<file path="src/rtl/p2s_tx_pkg.sv">
// Shared types and constants for the p2s_tx_sched parallel-to-serial scheduler.
package p2s_tx_pkg;

    localparam int unsigned BYTE_W = 8;
    localparam int unsigned NSHIFT = 8;
    localparam int unsigned CNT_W  = $clog2(NSHIFT + 1);

    typedef enum logic [1:0] {
        IDLE  = 2'd0,
        LOAD  = 2'd1,
        SHIFT = 2'd2,
        GAP   = 2'd3
    } state_e;

endpackage

</file>
<file path="src/rtl/rr_arb.sv">
// Round-robin arbiter: combinational search from the pointer upward, with a
// registered pointer that advances past the winner only when a grant is taken.
module rr_arb
    import p2s_tx_pkg::*;
#(
    parameter int unsigned N_REQ = 2,
    parameter int unsigned IDW   = (N_REQ > 1) ? $clog2(N_REQ) : 1
) (
    input  logic             clk,
    input  logic             rst,
    input  logic [N_REQ-1:0] req,
    input  logic             gnt_en,
    output logic [N_REQ-1:0] gnt,
    output logic [IDW-1:0]   idx,
    output logic             valid
);

    localparam int unsigned CW = IDW + 1;
    localparam logic [CW-1:0] NREQ_C = CW'(N_REQ);

    logic [IDW-1:0] ptr_q;
    logic [IDW-1:0] ptr_d;
    logic [CW-1:0]  cand;

    always_comb begin
        gnt   = '0;
        idx   = '0;
        valid = 1'b0;
        cand  = '0;
        for (int unsigned i = 0; i < N_REQ; i++) begin
            cand = {1'b0, ptr_q} + CW'(i);
            if (cand >= NREQ_C) begin
                cand = cand - NREQ_C;
            end
            if (!valid && req[cand[IDW-1:0]]) begin
                valid                = 1'b1;
                idx                  = cand[IDW-1:0];
                gnt[cand[IDW-1:0]]   = 1'b1;
            end
        end
    end

    always_comb begin
        ptr_d = ptr_q;
        if (gnt_en && valid) begin
            ptr_d = (idx == IDW'(N_REQ - 1)) ? '0 : idx + IDW'(1);
        end
    end

    always_ff @(posedge clk) begin
        if (rst) begin
            ptr_q <= '0;
        end else begin
            ptr_q <= ptr_d;
        end
    end

endmodule

</file>
<file path="src/rtl/p2s_tx_sched.sv">
// Shares one 8-bit P2S shifter among N_REQ requesters: grant, one load, 8 shifts, done.
// Optional P2S_TX_SCHED_GAP_EN inserts a one-cycle GAP state after each frame.
module p2s_tx_sched
    import p2s_tx_pkg::*;
#(
    parameter int unsigned N_REQ = 2,
    parameter int unsigned IDW   = (N_REQ > 1) ? $clog2(N_REQ) : 1
) (
    input  logic                    clk,
    input  logic                    rst,
    input  logic [N_REQ-1:0]        req,
    input  logic [BYTE_W*N_REQ-1:0] req_data,
    input  logic                    hold,
    output logic [N_REQ-1:0]        gnt,
    output logic                    load,
    output logic                    shift,
    output logic [BYTE_W-1:0]       p_data,
    output logic                    busy,
    output logic                    done,
    output logic [IDW-1:0]          cur_id
);

    state_e             state_q, state_d;
    logic [CNT_W-1:0]   cnt_q, cnt_d;
    logic [N_REQ-1:0]   gnt_q, gnt_d;
    logic               load_q, load_d;
    logic               shift_q, shift_d;
    logic [BYTE_W-1:0]  p_data_q, p_data_d;
    logic               busy_q, busy_d;
    logic               done_q, done_d;
    logic [IDW-1:0]     cur_id_q, cur_id_d;

    logic [N_REQ-1:0]   arb_gnt;
    logic [IDW-1:0]     arb_idx;
    logic               arb_valid;
    logic [BYTE_W-1:0]  win_byte;
    logic [CNT_W-1:0]   shifts_now;
    logic               last_shift;

    rr_arb #(
        .N_REQ (N_REQ),
        .IDW   (IDW)
    ) u_arb (
        .clk    (clk),
        .rst    (rst),
        .req    (req),
        .gnt_en (state_q == IDLE),
        .gnt    (arb_gnt),
        .idx    (arb_idx),
        .valid  (arb_valid)
    );

    always_comb begin
        win_byte = '0;
        for (int unsigned i = 0; i < N_REQ; i++) begin
            if (arb_idx == IDW'(i)) begin
                win_byte = req_data[i*BYTE_W +: BYTE_W];
            end
        end
    end

    // The shift issued in the current cycle counts toward the total at this edge.
    assign shifts_now = cnt_q + CNT_W'(shift_q);
    assign last_shift = (state_q == SHIFT) && (shifts_now == CNT_W'(NSHIFT));

    always_ff @(posedge clk) begin
        if (rst) begin
            state_q  <= IDLE;
            cnt_q    <= '0;
            gnt_q    <= '0;
            load_q   <= 1'b0;
            shift_q  <= 1'b0;
            p_data_q <= '0;
            busy_q   <= 1'b0;
            done_q   <= 1'b0;
            cur_id_q <= '0;
        end else begin
            state_q  <= state_d;
            cnt_q    <= cnt_d;
            gnt_q    <= gnt_d;
            load_q   <= load_d;
            shift_q  <= shift_d;
            p_data_q <= p_data_d;
            busy_q   <= busy_d;
            done_q   <= done_d;
            cur_id_q <= cur_id_d;
        end
    end

    always_comb begin
        state_d = state_q;
        case (state_q)
            IDLE:  if (arb_valid) state_d = LOAD;
            LOAD:  state_d = SHIFT;
            SHIFT: begin
                if (last_shift) begin
`ifdef P2S_TX_SCHED_GAP_EN
                    state_d = GAP;
`else
                    state_d = IDLE;
`endif
                end
            end
            default: state_d = IDLE;
        endcase
    end

    always_comb begin
        gnt_d    = '0;
        load_d   = 1'b0;
        shift_d  = 1'b0;
        done_d   = 1'b0;
        busy_d   = busy_q;
        cnt_d    = cnt_q;
        p_data_d = p_data_q;
        cur_id_d = cur_id_q;
        case (state_q)
            IDLE: begin
                if (arb_valid) begin
                    gnt_d    = arb_gnt;
                    load_d   = 1'b1;
                    busy_d   = 1'b1;
                    p_data_d = win_byte;
                    cur_id_d = arb_idx;
                end
            end
            LOAD: begin
                cnt_d   = '0;
                shift_d = !hold;
                busy_d  = 1'b1;
            end
            SHIFT: begin
                cnt_d = shifts_now;
                if (last_shift) begin
                    busy_d = 1'b0;
                    done_d = 1'b1;
                end else begin
                    shift_d = !hold;
                end
            end
            default: busy_d = 1'b0;
        endcase
    end

    assign gnt    = gnt_q;
    assign load   = load_q;
    assign shift  = shift_q;
    assign p_data = p_data_q;
    assign busy   = busy_q;
    assign done   = done_q;
    assign cur_id = cur_id_q;

endmodule

</file>
<file path="config.mk">
export PLATFORM = sky130hd
export DESIGN_NAME = p2s_tx_sched
export DESIGN_NICKNAME = d
export VERILOG_FILES = /design/src/rtl/p2s_tx_pkg.sv /design/src/rtl/rr_arb.sv /design/src/rtl/p2s_tx_sched.sv
export SDC_FILE = /design/constraint.sdc
export NUM_CORES = 1
export LEC_CHECK = 0
export BUFFER_PORTS_ARGS = -buffer_cell sky130_fd_sc_hd__clkbuf_2
export CAP_MARGIN = 5
export CORE_ASPECT_RATIO = 0.75
export CORE_MARGIN = 2
export CORE_UTILIZATION = 46
export CTS_CLUSTER_DIAMETER = 60
export DETAILED_ROUTE_END_ITERATION = 6
export PLACE_DENSITY = 0.76
export SKIP_LAST_GASP = 1
export SYNTH_ARGS = -nofsm -noshare
export SYNTH_HDL_FRONTEND = slang
export SYNTH_SLANG_ARGS = --single-unit
</file>
<file path="constraint.sdc">
create_clock -name clk -period 3 [get_ports clk]
set_clock_uncertainty 0.15 [all_clocks]
set_input_delay 0.3 -clock clk [delete_from_list [all_inputs] [get_ports clk]]
set_output_delay 0.3 -clock clk [all_outputs]
set_load 0.1 [all_outputs]
</file>
==> results.txt <==
Post-DR wirelength/cell: 12.8 um
Synth Cell Area: 935 um^2
Max Cap Viol: 0
Setup Viol. Count Final: 0
Final-report max-slew violation count: 0
Post-CTS resize count: 0
Avg Inst Size Synth: 8.90 um^2
TritonRoute pass-1 iters: 4
Seq/Total Area, Yosys: 0.471
Number of flops mapped to enable cells by yosys: 0
Final Cycle Share: 0.757
Vias: 879
Critical path class: reg -> reg
CP max stage cell: or4_1
Post-synthesis cell count: 105
Die Height: 43.0 um
Final Hold Violating Endpoints: 0
Fmax: 440 MHz
Cell taking the most area after synthesis: dfxtp_1
PD cells: 749 nW/um^2
First-pass GRT wire length: 3.55 mm
Syn Nets: 131
DP Area: 1130 um^2
Synth Register Bits: 22
CTS Buffer Depth: 2
# port buffers: 35
HPWL Detailed: 1.54 mm
HP Class: in -> reg
Top cell by count, worst path: ha_1
Die area: 2410 um^2
Root Driver: clkbuf_4
Distinct cells, synth: 24
Worst-Margin Slew: 0.629 ns
Yosys Warn Count: 0
Worst Setup Start Kind: register
Std-Cell Rows: 14
Clk sink count: 22
Pin count of the biggest net entering global routing: 21
Top cells by count, synth: dfxtp_1 (22), nor2_1 (20), a222oi_1 (8), a21oi_1 (7), inv_1 (6)
Chip width: 56.1 um
Cell Chain, Critical Path: ha_1 -> ha_1 -> or4_1 -> o211a_2 -> or3b_1 -> a21oi_1
Fin area: 1190 um^2
Ratio of cells with drive above 1 in the final layout: 0.298
Num ports: 36
Asr flop ratio synth: 0
Synth Flop Type: dfxtp_1
ANT cells: 0
Relative slew slack: 0.579
Initial antenna violation count: 0
Num CTS Buffers: 3
Drt total wl: 2.12 mm
Gr usage total: 0.188
Drt via density: 5.33
Critical Path RT: 3.11 ns
Post-route ant nets: 0
Post-route DRC: 0
Min Tclk post-route: 2.27 ns
CTS tree: built
Status: finished clean
Worst Path Buf+Inv: 0
Top Family by Delay on Critical Path: simple AND/OR/NAND/NOR gates
Area contributors post-synth: dfxtp_1 (47%), a222oi_1 (8.6%), nor2_1 (8.0%), ha_1 (6.7%), a21oi_1 (3.7%)
Sum Neg Setup Slack: 0 ns
Maximum fanout along the worst path: 7
Vias in the first global route: 820
Final GP Congestion: 0.798
Initial DRC count: 50
Synthesis-to-finish area growth: 27.4%
Core Area: 1960 um^2
Starting Density: 0.476
Post-synth top area share: 0.471
Overflow after GRT: 0
P_leak: 0.562 nW
CP arrival: 2.38 ns
Crit end category: register
Clk_lat worst skew: 0.32 ns
Slowest cell delay on critical path: 0.48 ns
H-tree depth: 1
Most common cell in the netlist: dfxtp_1
Fin nets: 168
RSZ-0062 raised after global routing: no
Worst vdd ir: 0.571 mV
Clk slew on worst S/H paths: 0.13 ns
==> flip-flops by register name (all words and copies together) (netlist names) <==
register	flops
busy	1
cnt_q	4
cur_id	1
done	1
gnt	2
load	1
p_data	8
shift	1
state_q	2
u_arb.ptr_q	1
==> metrics by stage <==
stage                     hold WS, ns  utilization  worst slack [ns]  instances  total power, mW
after global routing           0.0643        0.607             0.590        165            0.927
final                          0.0615        0.607             0.728        165            0.892
after CTS                      0.0604        0.607             0.716        165            0.895
after global placement          0.311        0.575             0.824        160            0.661
after floorplan                 0.227            -             0.156        105            0.605
after detailed placement        0.318        0.575             0.728        160            0.667
==> cell type report <==
cell class / count / area [um^2]
fill: 179 / 771
multi-input combinational: 72 / 453
sequential: 22 / 440
timing repair buffer: 37 / 193
clock inverter: 1 / 30.0
tap: 24 / 30.0
clock buffer: 3 / 22.5
inverter: 6 / 22.5
==> metal layers <==
metal  wire [um]  global-route usage
met1        1050               0.257
met2         934               0.285
met3         105              0.0579
met4          27              0.0619
met5           0                   0
==> worst paths after layout <==
path,from,endpoint,slack [ns],cells after the start
setup / recovery,shift,state_q[1],0.73,6
hold / removal,req_data[1],p_data[1],0.06,3
setup reg to reg,shift,state_q[1],0.73,6
hold reg to reg,cnt_q[0],cnt_q[0],0.33,2
==> where the power goes <==
group / internal, mW / switching [mW] / total (mW) / leakage (nW)
Sequential: 0.321 / 0.0140 / 0.335 / 0.180
Combinational: 0.0766 / 0.251 / 0.328 / 0.354
Clock: 0.135 / 0.0937 / 0.229 / 0.0279
==> worst reg2reg max path, stage by stage (launching register included) <==
cell	delay (ns)
dfxtp_1	0.33
ha_1	0.24
ha_1	0.33
or4_1	0.48
o211a_2	0.19
or3b_1	0.38
a21oi_1	0.12
==> cells by family (layout without fill, tap and decap cells) <==
group	after synthesis	count (layout)	synth area share
compound gates	26	26	0.209
fa+ha+maj	5	5	0.0669
buf+inv	11	47	0.0442
flops	22	22	0.471
mux	1	1	0.0107
simple gates	40	40	0.198
==> placed cells by master, fill, tap and decap left out, types with 2 or more instances in the layout <==
master    count
nand3_1       4
nor2_1       20
a222oi_1      8
a21oi_1       7
clkbuf_2     35
o21ai_0       5
nand2b_1      2
clkbuf_4      3
nor3_1        3
ha_1          5
nand2_1       5
dfxtp_1      22
inv_1         6
and3_1        2
==> repair_timing <==
item	in CTS	in global routing
setup endpoints to repair	0	0
hold endpoints to repair	1	0
hold buffers	1	0
buffers inserted	0	0
(Power assumes the default switching activity.)
